$ cat config.mk
export PLATFORM = sky130hd
export DESIGN_NAME = load_store_unit
export DESIGN_NICKNAME = d
export VERILOG_FILES = /design/src/rtl/load_store_unit.sv
export SDC_FILE = /design/constraint.sdc
export NUM_CORES = 1
export LEC_CHECK = 0
export BUFFER_PORTS_ARGS = -buffer_cell sky130_fd_sc_hd__buf_2
export CAP_MARGIN = 20
export CELL_PAD_IN_SITES_DETAIL_PLACEMENT = 1
export CELL_PAD_IN_SITES_GLOBAL_PLACEMENT = 1
export CORE_MARGIN = 3
export CORE_UTILIZATION = 33
export CTS_BUF_LIST = sky130_fd_sc_hd__clkbuf_4
export DETAILED_ROUTE_END_ITERATION = 10
export PLACE_DENSITY = 0.89
export SYNTH_ARGS = -nofsm -noshare
export SYNTH_HDL_FRONTEND = slang
export SYNTH_SLANG_ARGS = --single-unit
$ cat constraint.sdc
create_clock -name clk -period 1.7 [get_ports clk]
set_input_delay 0.085 -clock clk [delete_from_list [all_inputs] [get_ports clk]]
set_output_delay 0.085 -clock clk [all_outputs]
set_load 0.02 [all_outputs]
$ cat src/rtl/load_store_unit.sv
// load_store_unit
//   Byte-addressed load/store front end for an asynchronous word memory.
//   Handles byte/half/word accesses, sign or zero extension of loads, and
//   read-modify-write for sub-word stores (the memory only writes whole words).
//   Misaligned, out-of-range and illegal-size requests are answered with
//   resp_err and never reach the memory.
//
//   Optional build macro: LSU_ACCESS_COUNT_EN adds load/store/error counters.
//
// Ports
//   clk, rst                 clock, synchronous active-high reset
//   req_valid / req_ready    request handshake (ready only while idle)
//   req_we, req_size,        store flag, size (00 byte, 01 half, 10 word),
//   req_signed               load sign-extension
//   req_addr, req_wdata      byte address, right-aligned store data
//   resp_valid               one-cycle completion pulse
//   resp_err, resp_rdata     error flag, extended load data (0 for stores/errors)
//   mem_r_en, mem_w_en       memory strobes (never both high)
//   mem_addr, mem_wdata      word index and write word
//   mem_rdata                combinational read data from memory
//   load_cnt, store_cnt,     (LSU_ACCESS_COUNT_EN only) completed loads,
//   err_cnt                  completed stores, error responses
//
// state | meaning
// ------+-----------------------------------------------------------
// IDLE  | ready for a request
// RD    | memory read: load extraction or RMW merge
// WR    | memory write of full or merged word
// RESP  | response pulse, back to IDLE next cycle
module load_store_unit #(
    parameter int MEM_WORDS_LOG2 = 10
) (
    input  logic        clk,
    input  logic        rst,
    input  logic        req_valid,
    output logic        req_ready,
    input  logic        req_we,
    input  logic [1:0]  req_size,
    input  logic        req_signed,
    input  logic [31:0] req_addr,
    input  logic [31:0] req_wdata,
    output logic        resp_valid,
    output logic        resp_err,
    output logic [31:0] resp_rdata,
    output logic        mem_r_en,
    output logic        mem_w_en,
    output logic [31:0] mem_addr,
    output logic [31:0] mem_wdata,
    input  logic [31:0] mem_rdata
`ifdef LSU_ACCESS_COUNT_EN
    ,
    output logic [31:0] load_cnt,
    output logic [31:0] store_cnt,
    output logic [31:0] err_cnt
`endif
);

    localparam int AW = MEM_WORDS_LOG2 + 2;

    typedef enum logic [1:0] {
        S_IDLE,
        S_RD,
        S_WR,
        S_RESP
    } state_t;

    state_t      state_q, state_d;
    logic        we_q;
    logic [1:0]  size_q;
    logic        signed_q;
    logic [AW-1:0] addr_q;
    logic [31:0] wdata_q;
    logic        err_q;
    logic [31:0] merge_q;
    logic [31:0] rdata_q;

    logic        accept;
    logic        req_err;
    logic [7:0]  lane_b;
    logic [15:0] lane_h;
    logic [31:0] load_val;
    logic [31:0] merged;
    logic        wr_active;

    assign req_ready = (state_q == S_IDLE);
    assign accept    = req_valid & req_ready;

    assign req_err = (req_size == 2'b11)
                   || ((req_size == 2'b01) && req_addr[0])
                   || ((req_size == 2'b10) && (req_addr[1:0] != 2'b00))
                   || (req_addr[31:AW] != '0);

    always_comb begin
        state_d = state_q;
        case (state_q)
            S_IDLE: begin
                if (accept) begin
                    if (req_err)
                        state_d = S_RESP;
                    else if (!req_we)
                        state_d = S_RD;
                    else if (req_size == 2'b10)
                        state_d = S_WR;
                    else
                        state_d = S_RD;
                end
            end
            S_RD:    state_d = we_q ? S_WR : S_RESP;
            S_WR:    state_d = S_RESP;
            S_RESP:  state_d = S_IDLE;
            default: state_d = S_IDLE;
        endcase
    end

    // Lane selection, little-endian: byte lane = addr[1:0], half lane = addr[1].
    always_comb begin
        lane_b = mem_rdata[7:0];
        case (addr_q[1:0])
            2'd0: lane_b = mem_rdata[7:0];
            2'd1: lane_b = mem_rdata[15:8];
            2'd2: lane_b = mem_rdata[23:16];
            2'd3: lane_b = mem_rdata[31:24];
            default: lane_b = mem_rdata[7:0];
        endcase
        lane_h = addr_q[1] ? mem_rdata[31:16] : mem_rdata[15:0];

        load_val = mem_rdata;
        case (size_q)
            2'b00:   load_val = {{24{signed_q & lane_b[7]}}, lane_b};
            2'b01:   load_val = {{16{signed_q & lane_h[15]}}, lane_h};
            default: load_val = mem_rdata;
        endcase

        merged = mem_rdata;
        if (size_q == 2'b00) begin
            case (addr_q[1:0])
                2'd0: merged[7:0]   = wdata_q[7:0];
                2'd1: merged[15:8]  = wdata_q[7:0];
                2'd2: merged[23:16] = wdata_q[7:0];
                2'd3: merged[31:24] = wdata_q[7:0];
                default: merged = mem_rdata;
            endcase
        end else if (addr_q[1]) begin
            merged[31:16] = wdata_q[15:0];
        end else begin
            merged[15:0] = wdata_q[15:0];
        end
    end

    always_ff @(posedge clk) begin
        if (rst) begin
            state_q  <= S_IDLE;
            we_q     <= 1'b0;
            size_q   <= 2'b00;
            signed_q <= 1'b0;
            addr_q   <= '0;
            wdata_q  <= '0;
            err_q    <= 1'b0;
            merge_q  <= '0;
            rdata_q  <= '0;
        end else begin
            state_q <= state_d;
            if (accept) begin
                we_q     <= req_we;
                size_q   <= req_size;
                signed_q <= req_signed;
                addr_q   <= req_addr[AW-1:0];
                wdata_q  <= req_wdata;
                err_q    <= req_err;
                if (req_err)
                    rdata_q <= '0;
            end
            case (state_q)
                S_RD: begin
                    if (we_q)
                        merge_q <= merged;
                    else
                        rdata_q <= load_val;
                end
                // Every store passes through WR right before RESP.
                S_WR:    rdata_q <= '0;
                default: ;
            endcase
        end
    end

    // Gated by rst so a reset landing on the WR cycle never commits a write.
    assign wr_active  = (state_q == S_WR) && !rst;
    assign mem_r_en   = (state_q == S_RD) && !rst;
    assign mem_w_en   = wr_active;
    assign mem_addr   = {{(32-MEM_WORDS_LOG2){1'b0}}, addr_q[AW-1:2]};
    assign mem_wdata  = !wr_active          ? 32'd0 :
                        (size_q == 2'b10)   ? wdata_q : merge_q;
    assign resp_valid = (state_q == S_RESP);
    assign resp_err   = (state_q == S_RESP) && err_q;
    assign resp_rdata = rdata_q;

`ifdef LSU_ACCESS_COUNT_EN
    always_ff @(posedge clk) begin
        if (rst) begin
            load_cnt  <= '0;
            store_cnt <= '0;
            err_cnt   <= '0;
        end else if (state_q == S_RESP) begin
            if (err_q)
                err_cnt <= err_cnt + 32'd1;
            else if (we_q)
                store_cnt <= store_cnt + 32'd1;
            else
                load_cnt <= load_cnt + 32'd1;
        end
    end
`endif

endmodule

==> flow_summary.yaml <==
run_status:
  status: "complete, but fails checks"
  violations: "negative setup slack"
layout:
  syn2layout_area_growth_pct: 67.8
  stdcell_count: 1259
  nNetsFinal: 1133
  diodes: 0
  n_fill_cell: 1908
  final_area_sq_um: 9750
  drive_gt1_frac: 0.427
  fin_util: 0.576
pwr:
  power_density_nw_per_um2: 1160
  power_frac_seq: 0.304
  combPwrFrac: 0.480
  p_leak_nw: 3.90
  p_sw_w: 0.00490
  internal_power_w: 0.00639
  clkPwrFrac: 0.216
  worst_ir_drop_vdd_mv: 0.545
  p_sw_frac: 0.434
sta:
  grt_setup_unrepaired: "true"
  post-route-period-util: 1.28
  drv_slew: 0
  fin_ws_ns: -0.469
  worst_pin_slew_ns: 0.738
  hold_slack_ns: 0.00313
  hold_viol: 0
  setup_viol: 84
  max_freq_mhz: 461
  fin_skew_ns: 0.0448
  period_minus_slack_ns: 2.17
  fin_setup_tns_ns: -18.64
  slew_headroom: 0.508
place:
  place_area_sq_um: 6860
  dp.cells: 1111
  gp_congestion: 0.878
  post-dp-hpwl_um: 16000
  io_buffers: 181
grt:
  grt_first_pass_wirelength_um: 43800
  grt_max_degree: 59
  overflow: 0
  grtUsageTotal: 0.287
  antenna_found_initial: 0
  first_global_vias: 7769
clock_tree:
  clk_pin_slew_ns: 0.13
  clock-root-buffer: "clkbuf_4"
  cts_tree: "done"
  clock_sinks: 115
  cts_buffer_depth: 2
  numCtsBuffers: 17
  h-tree-depth: 4
  clkLatencyLatePin_ns: 0.65
synthesis:
  async_reset_ff_frac: 0
  synth_area_leaders: "dfxtp_1 (40%), nand2_1 (14%), a21oi_1 (9.1%)"
  seq_area_frac_synth: 0.396
  ys.flop_type: "dfxtp_1"
  synth_most_common_cell: "nand2_1"
  post-synth-top-area-cell: "dfxtp_1"
  synthCells: 759
  synth_edf_count: 0
  ys_types: 46
  ys.warnings.count: 0
  ys_seq_elements: 115
  yosys.area.top_type_share: 0.396
  yosys-top-cells-count: "nand2_1 (220), dfxtp_1 (115), a21oi_1 (106), clkbuf_1 (47), buf_4 (33)"
  netlist_area_sq_um: 5810
  syn_area_per_cell_sq_um: 7.66
worst_setup_path:
  cpMaxStageDelayCell: "nor2_2"
  crit_type: "reg -> reg"
  crit_fanout: 8
  start_kind: "register"
  worstPathRequired_ns: 2.21
  slowest_delay_ns: 0.52
  end_kind: "register"
  cpMostUsedCell: "buf_4"
  path_cells: "buf_4 -> buf_6 -> buf_4 -> nor3_2 -> buf_4 -> nor2_2 -> o221ai_1 -> a21oi_1"
  crit_arrival_ns: 2.68
floorplanning:
  initial_utilization: 0.343
  rows: 47
  coreArea_sq_um: 16900
  pin_count: 204
  die_w_um: 139
  die-area_sq_um: 19200
  die_y_um: 139
routing:
  drtPass1Iterations: 6
  via_per_inst: 6.03
  wire_per_inst_um: 26.4
  drt_iter0_markers: 761
  wl_um: 33200
  vias: 7591
  ant_nets: 0
  drc: 0
hold_path:
  hp-class: "in -> reg"
flow_run:
  maxCapViolCount: 0
## metrics by stage
stage | total power (W) | setup slack [ns]
5_1_grt | 0.0117 | -0.480
3_3_place_gp | 0.00669 | 0.0138
3_5_place_dp | 0.00677 | -0.0998
4_1_cts | 0.00989 | -0.284
2_1_floorplan | 0.00562 | -0.0516
6_report | 0.0113 | -0.469
## repair_timing
item | CTS | global route
pin swaps | 19 | 112
gates cloned | 7 | 6
buffers inserted | 11 | 9
resized for setup | 139 | 169
endpoints found under the hold margin | 114 | 0
endpoints found under the setup margin | 59 | 96
hold buffers | 84 | 0
## power groups by stage
stage                     Clock (W)  Combinational, W  Sequential [W]
after floorplan                   0           0.00229         0.00333
after global placement            0           0.00334         0.00335
after detailed placement          0           0.00340         0.00337
after CTS                   0.00238           0.00417         0.00334
after global routing        0.00257           0.00564         0.00345
final                       0.00244           0.00541         0.00343
## critical path, delay by kind of cell (launching register included)
family          cells  cell delay, ns
buf+inv             4            0.48
flops               1            0.37
simple gates        2            0.56
compound gates      2            0.64
## cells in the final DEF (no fill, tap or decap), types with 8 or more instances in the layout
master	count
a211oi_1	9
a21oi_1	68
a21oi_2	26
a21oi_4	13
a221oi_2	13
a222oi_1	8
buf_12	9
buf_2	146
buf_4	35
buf_6	35
clkbuf_4	18
conb_1	22
dfxtp_1	110
dlygate4sd3_1	84
mux2i_1	10
nand2_1	164
nand2_2	27
nand2_4	29
nand3_1	10
nor2_1	19
nor2b_1	8
o21ai_0	8
o221ai_2	12
o22ai_1	31
## kinds of logic (layout without fill, tap and decap cells)
group | Yosys count | count (layout) | share of synthesized area
buffers and inverters | 106 | 365 | 0.0998
other | 1 | 22 | 0.000645
muxes | 11 | 11 | 0.0192
and+or+nand+nor | 287 | 287 | 0.206
DFF | 115 | 115 | 0.396
adders and majority gates | 4 | 4 | 0.00861
AOI/OAI and AO/OA | 235 | 235 | 0.270
## sequential cells by signal, indices dropped and copies added, names as in the netlist
register    flops
err_q           1
we_q            1
merge_q        32
state_q         2
signed_q        1
wdata_q        32
size_q          2
addr_q         12
resp_rdata     32
## worst paths after layout
path                                              from                        to  slack (ns)  cells past startpoint
worst max-delay path            size_q[1]$_SDFFE_PP0P_  merge_q[14]$_SDFFE_PP0P_       -0.47                      8
worst max register to register  size_q[1]$_SDFFE_PP0P_  merge_q[14]$_SDFFE_PP0P_       -0.47                      8
worst min-delay path                               rst  wdata_q[30]$_SDFFE_PP0P_       0.003                      3
worst min register to register  addr_q[8]$_SDFFE_PP0P_    addr_q[8]$_SDFFE_PP0P_        0.47                      2
## per-layer routing
| layer | vias to the layer above | routed length, um | track usage |
|---|---|---|---|
| li1 | 3203 | - | - |
| met1 | 3657 | 11400 | 0.313 |
| met2 | 572 | 16800 | 0.510 |
| met3 | 159 | 3070 | 0.0831 |
| met4 | 0 | 1860 | 0.136 |
| met5 | - | 0 | 0 |
## layout make-up
type / instances / area (sq um) / area share
Clock buffer: 18 / 135 / 0.0139
Clock inverter: 14 / 185 / 0.0190
Inverter: 6 / 28.8 / 0.00295
Multi-Input combinational cell: 559 / 4000 / 0.410
Sequential cell: 115 / 2310 / 0.237
Tap cell: 220 / 275 / 0.0282
Timing Repair Buffer: 327 / 2820 / 0.289
(Power assumes the default switching activity.)
